$ cat src/rtl/encoder_pkg.sv
// Shared definitions for the RV64IM instruction encoder: opcodes, type codes,
// the stage-1 field record and the immediate range helper.
package encoder_pkg;

    localparam logic [6:0] OP_LUI    = 7'b0110111;
    localparam logic [6:0] OP_AUIPC  = 7'b0010111;
    localparam logic [6:0] OP_JAL    = 7'b1101111;
    localparam logic [6:0] OP_JALR   = 7'b1100111;
    localparam logic [6:0] OP_BRANCH = 7'b1100011;
    localparam logic [6:0] OP_LOAD   = 7'b0000011;
    localparam logic [6:0] OP_STORE  = 7'b0100011;
    localparam logic [6:0] OP_IMM    = 7'b0010011;
    localparam logic [6:0] OP_IMM32  = 7'b0011011;
    localparam logic [6:0] OP_REG    = 7'b0110011;
    localparam logic [6:0] OP_REG32  = 7'b0111011;

    // addi x0,x0,0 -- emitted whenever a record cannot be encoded
    localparam logic [31:0] NOP_WORD = 32'h00000013;

    localparam logic [3:0] TYPE_NO = 4'd0;
    localparam logic [3:0] TYPE_R  = 4'd1;
    localparam logic [3:0] TYPE_I  = 4'd2;
    localparam logic [3:0] TYPE_S  = 4'd3;
    localparam logic [3:0] TYPE_SB = 4'd4;
    localparam logic [3:0] TYPE_U  = 4'd5;
    localparam logic [3:0] TYPE_UJ = 4'd6;

    typedef struct packed {
        logic [6:0]  opcode;
        logic [2:0]  func3;
        logic [6:0]  func7;
        logic [4:0]  rd;
        logic [4:0]  rs1;
        logic [4:0]  rs2;
        logic [31:0] imm;
        logic [5:0]  shamt;
        logic [3:0]  itype;
    } enc_fields_t;

    // True when v, read as two's complement, fits in an nbits-wide signed field.
    function automatic logic fits_signed(input logic [31:0] v, input int unsigned nbits);
        logic signed [31:0] hi;
        hi = $signed(v) >>> (nbits - 1);
        return (hi == '0) || (hi == '1);
    endfunction

endpackage

$ cat src/rtl/imm_pack.sv
// Combinational assembly of one field record into a 32-bit RV64IM word,
// flagging immediates that the selected format cannot represent.
module imm_pack
    import encoder_pkg::*;
(
    input  enc_fields_t f,
    output logic [31:0] word,
    output logic        err
);

    logic [31:0] imm;
    logic        is_shift;

    assign imm      = f.imm;
    assign is_shift = ((f.opcode == OP_IMM) || (f.opcode == OP_IMM32)) &&
                      ((f.func3 == 3'b001) || (f.func3 == 3'b101));

    always_comb begin
        word = NOP_WORD;
        err  = 1'b0;
        case (f.itype)
            TYPE_R: begin
                word = {f.func7, f.rs2, f.rs1, f.func3, f.rd, f.opcode};
            end
            TYPE_I: begin
                if (is_shift) begin
                    // Word shifts only have a 5-bit shift amount
                    err  = (f.opcode == OP_IMM32) && f.shamt[5];
                    word = {f.func7[6:1], f.shamt, f.rs1, f.func3, f.rd, f.opcode};
                end else begin
                    err  = !fits_signed(imm, 12);
                    word = {imm[11:0], f.rs1, f.func3, f.rd, f.opcode};
                end
            end
            TYPE_S: begin
                err  = !fits_signed(imm, 12);
                word = {imm[11:5], f.rs2, f.rs1, f.func3, imm[4:0], f.opcode};
            end
            TYPE_SB: begin
                err  = !fits_signed(imm, 13) || imm[0];
                word = {imm[12], imm[10:5], f.rs2, f.rs1, f.func3, imm[4:1], imm[11], f.opcode};
            end
            TYPE_U: begin
                err  = (imm[11:0] != 12'd0);
                word = {imm[31:12], f.rd, f.opcode};
            end
            TYPE_UJ: begin
                err  = !fits_signed(imm, 21) || imm[0];
                word = {imm[20], imm[10:1], imm[11], imm[19:12], f.rd, f.opcode};
            end
            default: begin
                err = 1'b1;
            end
        endcase
        if (err) begin
            word = NOP_WORD;
        end
    end

endmodule

$ cat src/rtl/instr_encoder.sv
// Two-stage valid/ready pipeline regenerating instruction words from decoded
// field records, with delivered-word and error counters.
module instr_encoder
    import encoder_pkg::*;
#(
    parameter int CNT_W = 32
) (
    input  logic             clk,
    input  logic             reset,
    input  logic             in_valid,
    output logic             in_ready,
    input  logic [6:0]       opcode,
    input  logic [2:0]       func3,
    input  logic [6:0]       func7,
    input  logic [4:0]       rd,
    input  logic [4:0]       rs1,
    input  logic [4:0]       rs2,
    input  logic [31:0]      immediate,
    input  logic [5:0]       shamt,
    input  logic [3:0]       instr_type,
    output logic             out_valid,
    input  logic             out_ready,
    output logic [31:0]      instruction,
    output logic             imm_err,
    output logic [CNT_W-1:0] enc_count,
    output logic [CNT_W-1:0] err_count
);

    enc_fields_t fields_p1;
    logic        vld_p1;
    logic        vld_p2;
    logic [31:0] word_p2;
    logic        err_p2;
    logic        adv_p1;
    logic        adv_p2;
    logic [31:0] pack_word;
    logic        pack_err;

    assign adv_p2   = !vld_p2 || out_ready;
    assign adv_p1   = !vld_p1 || adv_p2;
    assign in_ready = adv_p1;

    // ---- stage 1: register the incoming field record ----
    always_ff @(posedge clk or posedge reset) begin
        if (reset) begin
            vld_p1 <= 1'b0;
        end else if (adv_p1) begin
            vld_p1 <= in_valid;
        end
    end

    always_ff @(posedge clk) begin
        if (adv_p1 && in_valid) begin
            fields_p1.opcode <= opcode;
            fields_p1.func3  <= func3;
            fields_p1.func7  <= func7;
            fields_p1.rd     <= rd;
            fields_p1.rs1    <= rs1;
            fields_p1.rs2    <= rs2;
            fields_p1.imm    <= immediate;
            fields_p1.shamt  <= shamt;
            fields_p1.itype  <= instr_type;
        end
    end

    imm_pack u_imm_pack (
        .f    (fields_p1),
        .word (pack_word),
        .err  (pack_err)
    );

    // ---- stage 2: register the assembled word and its error flag ----
    always_ff @(posedge clk or posedge reset) begin
        if (reset) begin
            vld_p2  <= 1'b0;
            word_p2 <= '0;
            err_p2  <= 1'b0;
        end else if (adv_p2) begin
            vld_p2 <= vld_p1;
            if (vld_p1) begin
                word_p2 <= pack_word;
                err_p2  <= pack_err;
            end
        end
    end

    always_ff @(posedge clk or posedge reset) begin
        if (reset) begin
            enc_count <= '0;
            err_count <= '0;
        end else if (vld_p2 && out_ready) begin
            enc_count <= enc_count + CNT_W'(1);
            if (err_p2) begin
                err_count <= err_count + CNT_W'(1);
            end
        end
    end

    assign out_valid   = vld_p2;
    assign instruction = word_p2;
    assign imm_err     = err_p2;

endmodule

$ cat config.mk
export PLATFORM = sky130hd
export DESIGN_NAME = instr_encoder
export DESIGN_NICKNAME = d
export VERILOG_FILES = /design/src/rtl/encoder_pkg.sv /design/src/rtl/imm_pack.sv /design/src/rtl/instr_encoder.sv
export SDC_FILE = /design/constraint.sdc
export NUM_CORES = 1
export LEC_CHECK = 0
export BUFFER_PORTS_ARGS = -buffer_cell sky130_fd_sc_hd__buf_2
export CORE_ASPECT_RATIO = 0.75
export CORE_UTILIZATION = 50
export CTS_BUF_LIST = sky130_fd_sc_hd__clkbuf_4
export CTS_CLUSTER_SIZE = 30
export DETAILED_ROUTE_END_ITERATION = 8
export PLACE_DENSITY = 0.75
export SYNTH_ARGS = -nofsm -noshare
export SYNTH_HDL_FRONTEND = slang
export SYNTH_SLANG_ARGS = --single-unit
$ cat constraint.sdc
create_clock -name clk -period 3.4 [get_ports clk]
set_input_delay 0.34 -clock clk [delete_from_list [all_inputs] [get_ports clk]]
set_output_delay 0.34 -clock clk [all_outputs]
set_load 0.02 [all_outputs]
==> metrics.md, run 1 <==
| Metric | Value |
|---|---|
| WP data arrival | 3.66 ns |
| P&R area growth vs syn | 28.4% |
| Total GRT Usage | 26.7% |
| Post-layout min period | 3.11 ns |
| Ys Warns | 0 |
| 1st-pass router iterations | 6 |
| Sw frac | 31.6% |
| Via-to-Cell Ratio | 5.73 |
| Combinational group share of total power | 18.0% |
| CP Max Fanout | 23 |
| Clk root buf | clkbuf_4 |
| Initial antenna violation count | 0 |
| Setup_tns | 0 ns |
| Pin count of the biggest net entering global routing | 69 |
| Final design utilization | 65.8% |
| Synth Register Bits | 173 |
| P_sw | 1.50 mW |
| Hpwl dp | 14100 µm |
| Post-Layout Inst Area | 0.0100 mm² |
| PortBufs | 176 |
| Total Nets Final | 975 |
| Synthesized instance count | 642 |
| Net Count, Synth | 722 |
| Final setup vio count | 0 |
| Vias in the first global route | 6077 |
| FF-to-FF End | instruction[0] |
| Filler instances | 1202 |
| Final hold vios | 0 |
| Routed Antenna Nets | 0 |
| Main synth FF type | dfrtp_1 |
| Top-level port count | 177 |
| RSZ-0062 raised after global routing | false |
| DRC | 0 |
| Worst Tran Pin Value | 0.989 ns |
| CP Launch Point | fields_p1[3] |
| Hold/Removal Path Class | in -> reg |
| DIE HEIGHT | 110 µm |
| Most frequent cells in the layout | 176 x buf_2, 99 x dfrtp_1, 87 x nand2_1 |
| Synth unique cells | 58 |
| Core footprint | 0.0152 mm² |
| Crit. End Element | flop |
| WL met3 | 1620 µm |
| Register-to-register setup slack | 0.29 ns |
| Hold_buf cts | 76 |
| Fin Hold WS | 0.143 ns |
| Data required, critical path | 3.94 ns |
| Power share of the sequential group | 53.7% |
| Rel. slew slack | 33.9% |
| Max-cap check violation count | 0 |
| TritonCTS buffer count | 17 |
| Layout cells sized above 1 | 28.1% |
| Clock-pin slew on the worst setup and hold paths | 0.15 ns |
| WL met1 | 9100 µm |
| Commonest non-fill, non-tap cell in the layout | buf_2 |
| Origin of the critical flop-to-flop path | fields_p1[3] |
| Row count | 39 |
| Clk_lat worst skew | 0.60 ns |
| Area of the die | 0.0161 mm² |
| Pleak | 4.46 nW |
| Top Metal Used | met4 |
| Average routed wire per standard cell | 18.9 µm |
| Power Density | 475 mW/mm² |
| RD Place Congestion | 0.929 |
| GRT Residual Overflow | 0 |
| Clk pwr share | 28.3% |
| Syn Std Cell Area | 0.00780 mm² |
| R2R depth | 6 |
| Outcome | completed |
| Fmax | 0.321 GHz |
| Startpoint types | flop |
| Peak supply drop | 0.000347 V |
| WL final | 21100 µm |
| CTS max path bufs | 2 |
| Count of pins over their slew limit | 0 |
| First-pass GRT wire length | 32900 µm |
| P_int | 3.25 mW |
| Worst setup endpoint | instruction[0] |
| Routed vias | 6379 |
| Class of the most critical setup path | reg -> reg |
| H-tree depth | 4 |
| Setup bufs post-CTS | 0 |
| Post-CTS sizing | 0 |
| CTS tree | yes |
| FF+latch area | 0.00470 mm² |
| Chip width | 146 µm |
| Clock sinks | 173 |
| Clock skew | 0.0262 ns |
| Post-synth ARST share | 57.2% |
| Initial Util | 51.2% |
| Sequential share of the synthesized area | 60.3% |
| WL met2 | 9940 µm |
| EDFF count, synth | 74 |
| Area used by multi-input combinational logic | 0.00292 mm² |
| Crit share post-route | 91.6% |
| Dpl cell area | 0.00892 mm² |
| Syn Area/Cell | 12.1 µm² |
| 1st-iter DRT viols | 757 |
==> worst min-delay path by stage <==
stage,start,endpoint,slack [ns],cells past startpoint
after CTS,out_ready,enc_count[2],0.10,3
final,out_ready,enc_count[2],0.14,3
after floorplan,instr_type[0],fields_p1[0],0.44,0
after detailed placement,err_count[31],err_count[31],0.46,1
after global routing,out_ready,enc_count[2],0.12,3
after global placement,reset,enc_count[6],0.45,2
==> metal layers <==
metal  global-route usage [%]  vias to the layer above
li1                         -                     2910
met1                     37.2                     3109
met2                     42.2                      313
met3                     5.14                       47
met4                     9.67                        0
met5                        0                        -
==> area by class of cell <==
class	instances	share of cell area (%)
sequential	173	46.9
multi-input combinational	424	29.2
timing repair buffer	265	17.5
tap	205	2.56
clock inverter	15	2.00
clock buffer	17	1.27
inverter	14	0.550
antenna	1	0.0250
==> power by group through the flow <==
stage	logic, mW	clock network, mW	registers [mW]
floorplan	0.367	0	2.68
global placement	0.751	0	2.57
detailed placement	0.781	0	2.59
CTS	0.849	1.36	2.54
global route	0.929	1.47	2.58
finish	0.854	1.35	2.55
==> synthesized netlist by cell type, drive strengths merged (7+ instances only) <==
cell type,number,share of area (%)
o21ai,18,1.2
o31ai,10,0.96
nand2,87,4.2
nor2,26,1.3
edfxtp,74,28
nand3,26,1.7
a221oi,13,1.5
nor4,11,0.88
a211oi,9,0.87
xnor2,46,5.2
inv,13,0.63
nor2b,13,1.0
o41ai,15,3.1
and4,10,1.1
xor2,16,1.8
a21oi,13,0.83
and3,14,1.1
nor3,8,0.51
dfrtp,99,32
and2,7,0.56
a222oi,8,1.0
buf,14,1.1
nand4,18,1.4
clkbuf,17,0.82
==> cells by family after synthesis <==
group	count (synthesis)	share of synthesized area, %
AOI/OAI and AO/OA	114	13.1
xor gates and xnor gates	62	6.96
adders and majority gates	2	0.321
buffers and inverters	45	2.55
DFF	173	60.3
muxes	5	0.690
and+or+nand+nor	241	16.2
==> through the flow <==
stage / std cells / power (mW) / setup WS, ns
after floorplan: 642 / 3.05 / 0.307
after global placement: 1005 / 3.32 / 0.606
after detailed placement: 1005 / 3.37 / 0.503
after CTS: 1113 / 4.75 / 0.434
after global routing: 1113 / 4.97 / 0.176
final: 1114 / 4.75 / 0.285
==> flip-flops by register name, indices dropped and copies added (netlist names) <==
signal / flops
enc_count: 32
err_count: 32
fields_p1: 74
imm_err: 1
instruction: 32
out_valid: 1
vld_p1: 1
==> critical path: stages, from the launching register on <==
cell	delay, ns
edfxtp_1	0.62
nor4b_2	0.92
nor3b_4	0.50
a311oi_2	0.18
o41ai_4	0.18
buf_4	0.43
o32a_1	0.21
(Power assumes the default switching activity.)
==> inputs of run 2 (changes only) <==
--- a/config.mk
+++ b/config.mk
@@ -5,6 +5,7 @@
 export SDC_FILE = /design/constraint.sdc
 export NUM_CORES = 1
 export LEC_CHECK = 0
+export ABC_AREA = 1
 export BUFFER_PORTS_ARGS = -buffer_cell sky130_fd_sc_hd__buf_2
 export CORE_ASPECT_RATIO = 0.75
 export CORE_UTILIZATION = 50
==> metrics.md, run 2 <==
| Metric | Value |
|---|---|
| End of the worst hold path | out_valid |
| Largest area contributor in the netlist | dfrtp_1 |
| Routed Antenna Nets | 0 |
| RSZ-0062 raised after global routing | false |
| WL final | 20900 µm |
| Setup_tns | 0 ns |
| Final hold vios | 0 |
| EDFF count, synth | 74 |
| WP data arrival | 2.90 ns |
| Synthesized instance count | 834 |
| Total Nets Final | 1179 |
| Hold/Removal Path Class | in -> reg |
| Dpl cell area | 0.00909 mm² |
| Antenna Cells | 0 |
| R2R depth | 8 |
| Average routed wire per standard cell | 15.8 µm |
| Pin count of the biggest net entering global routing | 43 |
| Final setup vio count | 0 |
| Yosys top cell area share | 31.1% |
| PortBufs | 176 |
| Most common library cells after synthesis | 235 x nand2_1, 99 x dfrtp_1, 80 x inv_1 |
| Main synth FF type | dfrtp_1 |
| Peak supply drop | 0.000262 V |
| Layout cells sized above 1 | 22.6% |
| P&R area growth vs syn | 27.7% |
| H-tree depth | 4 |
| Min-delay src | out_ready |
| Syn Area/Cell | 9.54 µm² |
| CTS max path bufs | 2 |
| Area of the die | 0.0164 mm² |
| Vias in the first global route | 6356 |
| FF+latch area | 0.00470 mm² |
| CP Max Fanout | 27 |
| Via-to-Cell Ratio | 5.09 |
| Net Count, Synth | 914 |
| Max-cap check violation count | 0 |
| Commonest non-fill, non-tap cell in the layout | nand2_1 |
| Routed vias | 6701 |
| Max reg flops | 74 |
| Post-synth ARST share | 57.2% |
| Most frequent cells in the layout | 235 x nand2_1, 176 x buf_2, 99 x dfrtp_1 |
| Initial antenna violation count | 0 |
| Area used by multi-input combinational logic | 0.00287 mm² |
| Row count | 39 |
| Chip width | 148 µm |
| Register-to-register setup slack | 1.02 ns |
| CTS tree | yes |
| Ys Warns | 0 |
| Count of pins over their slew limit | 0 |
| Clk_lat worst skew | 0.60 ns |
| Core footprint | 0.0154 mm² |
| First-pass GRT wire length | 33400 µm |
| Clock skew | 0.0320 ns |
| Fmax | 0.421 GHz |
| Synth unique cells | 39 |
| Total GRT Usage | 26.7% |
| TritonCTS buffer count | 17 |
| Initial Util | 51.8% |
| Post-Layout Inst Area | 0.0102 mm² |
| Top-level port count | 177 |
| Hpwl dp | 14500 µm |
| Top-count cell post-synth | nand2_1 |
| Rel. slew slack | 44.3% |
| Data required, critical path | 3.93 ns |
| Crit. End Element | flop |
| Cells taking the most area after synthesis | dfrtp_1 31%, edfxtp_1 28%, nand2_1 11% |
| Clock-pin slew on the worst setup and hold paths | 0.15 ns |
| Worst Tran Pin Value | 0.835 ns |
| DRC | 0 |
| Clock sinks | 173 |
| 1st-pass router iterations | 5 |
| Non-filler cells, final | 1317 |
| Outcome | completed |
| Placed insts | 1209 |
| Post-layout min period | 2.38 ns |
| Most flops, register | fields_p1 |
| Pleak | 4.86 nW |
| Class of the most critical setup path | reg -> reg |
| Hold depth | 4 |
| RD Place Congestion | 0.877 |
| Clk root buf | clkbuf_4 |
| Final design utilization | 66.1% |
| Setup bufs post-CTS | 0 |
| Fin Hold WS | 0.0634 ns |
| DIE HEIGHT | 111 µm |
| Origin of the critical flop-to-flop path | out_valid |
| Crit share post-route | 69.9% |
| Power Density | 479 mW/mm² |
| Post-CTS sizing | 0 |
| 1st-iter DRT viols | 585 |
| FF-to-FF End | instruction[16] |
| Filler instances | 1283 |
| GRT Residual Overflow | 0 |
| Synth Register Bits | 173 |
| Startpoint types | flop |
| Sequential share of the synthesized area | 59.1% |
| Syn Std Cell Area | 0.00796 mm² |
[run 2: cell count changes after synthesis, moves of 10 or more]
| cell | previous run | this run |
|---|---|---|
| inv_1 | 13 | 80 |
| o21ai_0 | 18 | 30 |
| nand2_1 | 87 | 235 |
| nor4_1 | 11 | 0 |
| nor2_1 | 25 | 75 |
| nand3_1 | 26 | 52 |
| a221oi_1 | 13 | 0 |
| o31ai_1 | 10 | 0 |
| o41ai_2 | 15 | 0 |
| and4_1 | 10 | 0 |
| nor2b_1 | 13 | 0 |
| and3_1 | 14 | 0 |
| xor2_1 | 16 | 33 |
| xnor2_1 | 46 | 22 |
[run 2: cell families (layout without fill, tap and decap cells)]
logic type      count (synthesis)  in the layout  synth area share (%)
xor+xnor                       55             55                  6.05
fa+ha+maj                       2              2                 0.314
flops                         173            173                  59.1
compound gates                 68             68                  4.64
simple gates                  438            438                  25.0
buf+inv                        98            376                  4.91
[run 2: metal layers]
layer	global-route usage [%]	share of wire [%]	vias to the layer above
li1	-	-	3269
met1	39.4	47	3130
met2	39.7	43	266
met3	5.72	7.8	36
met4	7.84	1.9	0
met5	0	0	-
[run 2: how the worst max path moves through the flow]
stage                      start              end  cells after the start
floorplan                  reset     enc_count[0]                      1
global placement       out_ready  instruction[14]                      9
detailed placement     out_ready  instruction[18]                     10
CTS                    out_valid  instruction[16]                      8
global route        fields_p1[1]          imm_err                      9
finish                 out_valid  instruction[16]                      8
[run 2: where the power goes]
| group | internal, mW | leakage (nW) | switching, mW |
|---|---|---|---|
| Sequential | 2.41 | 2.01 | 0.192 |
| Combinational | 0.348 | 2.69 | 0.611 |
| Clock | 0.522 | 0.165 | 0.781 |
| Total | 3.28 | 4.86 | 1.58 |
[run 2: critical path, stage by stage (launching register included)]
cell	delay, ns
dfrtp_1	0.44
nand2_1	0.10
nand2_1	0.06
buf_4	0.24
clkinv_1	0.69
buf_4	0.46
nand3_1	0.11
o21ai_0	0.09
a21oi_1	0.12
[run 2: layout make-up]
class                      count  area share [%]
clock buffer                  17            1.26
tap                          205            2.52
multi-input combinational    563            28.2
clock inverter                15            1.77
inverter                      86            3.23
sequential                   173            46.3
timing repair buffer         258            16.7
[run 2: repair_timing]
action | CTS | global route
setup endpoints to repair | 0 | 0
endpoints found under the hold margin | 115 | 0
hold buffers | 76 | 0
[run 2: stage by stage]
step | worst slack [ns] | power [mW]
after floorplan | 0.470 | 3.16
after global placement | 1.07 | 3.51
after detailed placement | 0.996 | 3.53
after CTS | 1.05 | 4.88
after global routing | 0.817 | 5.10
final | 1.02 | 4.87
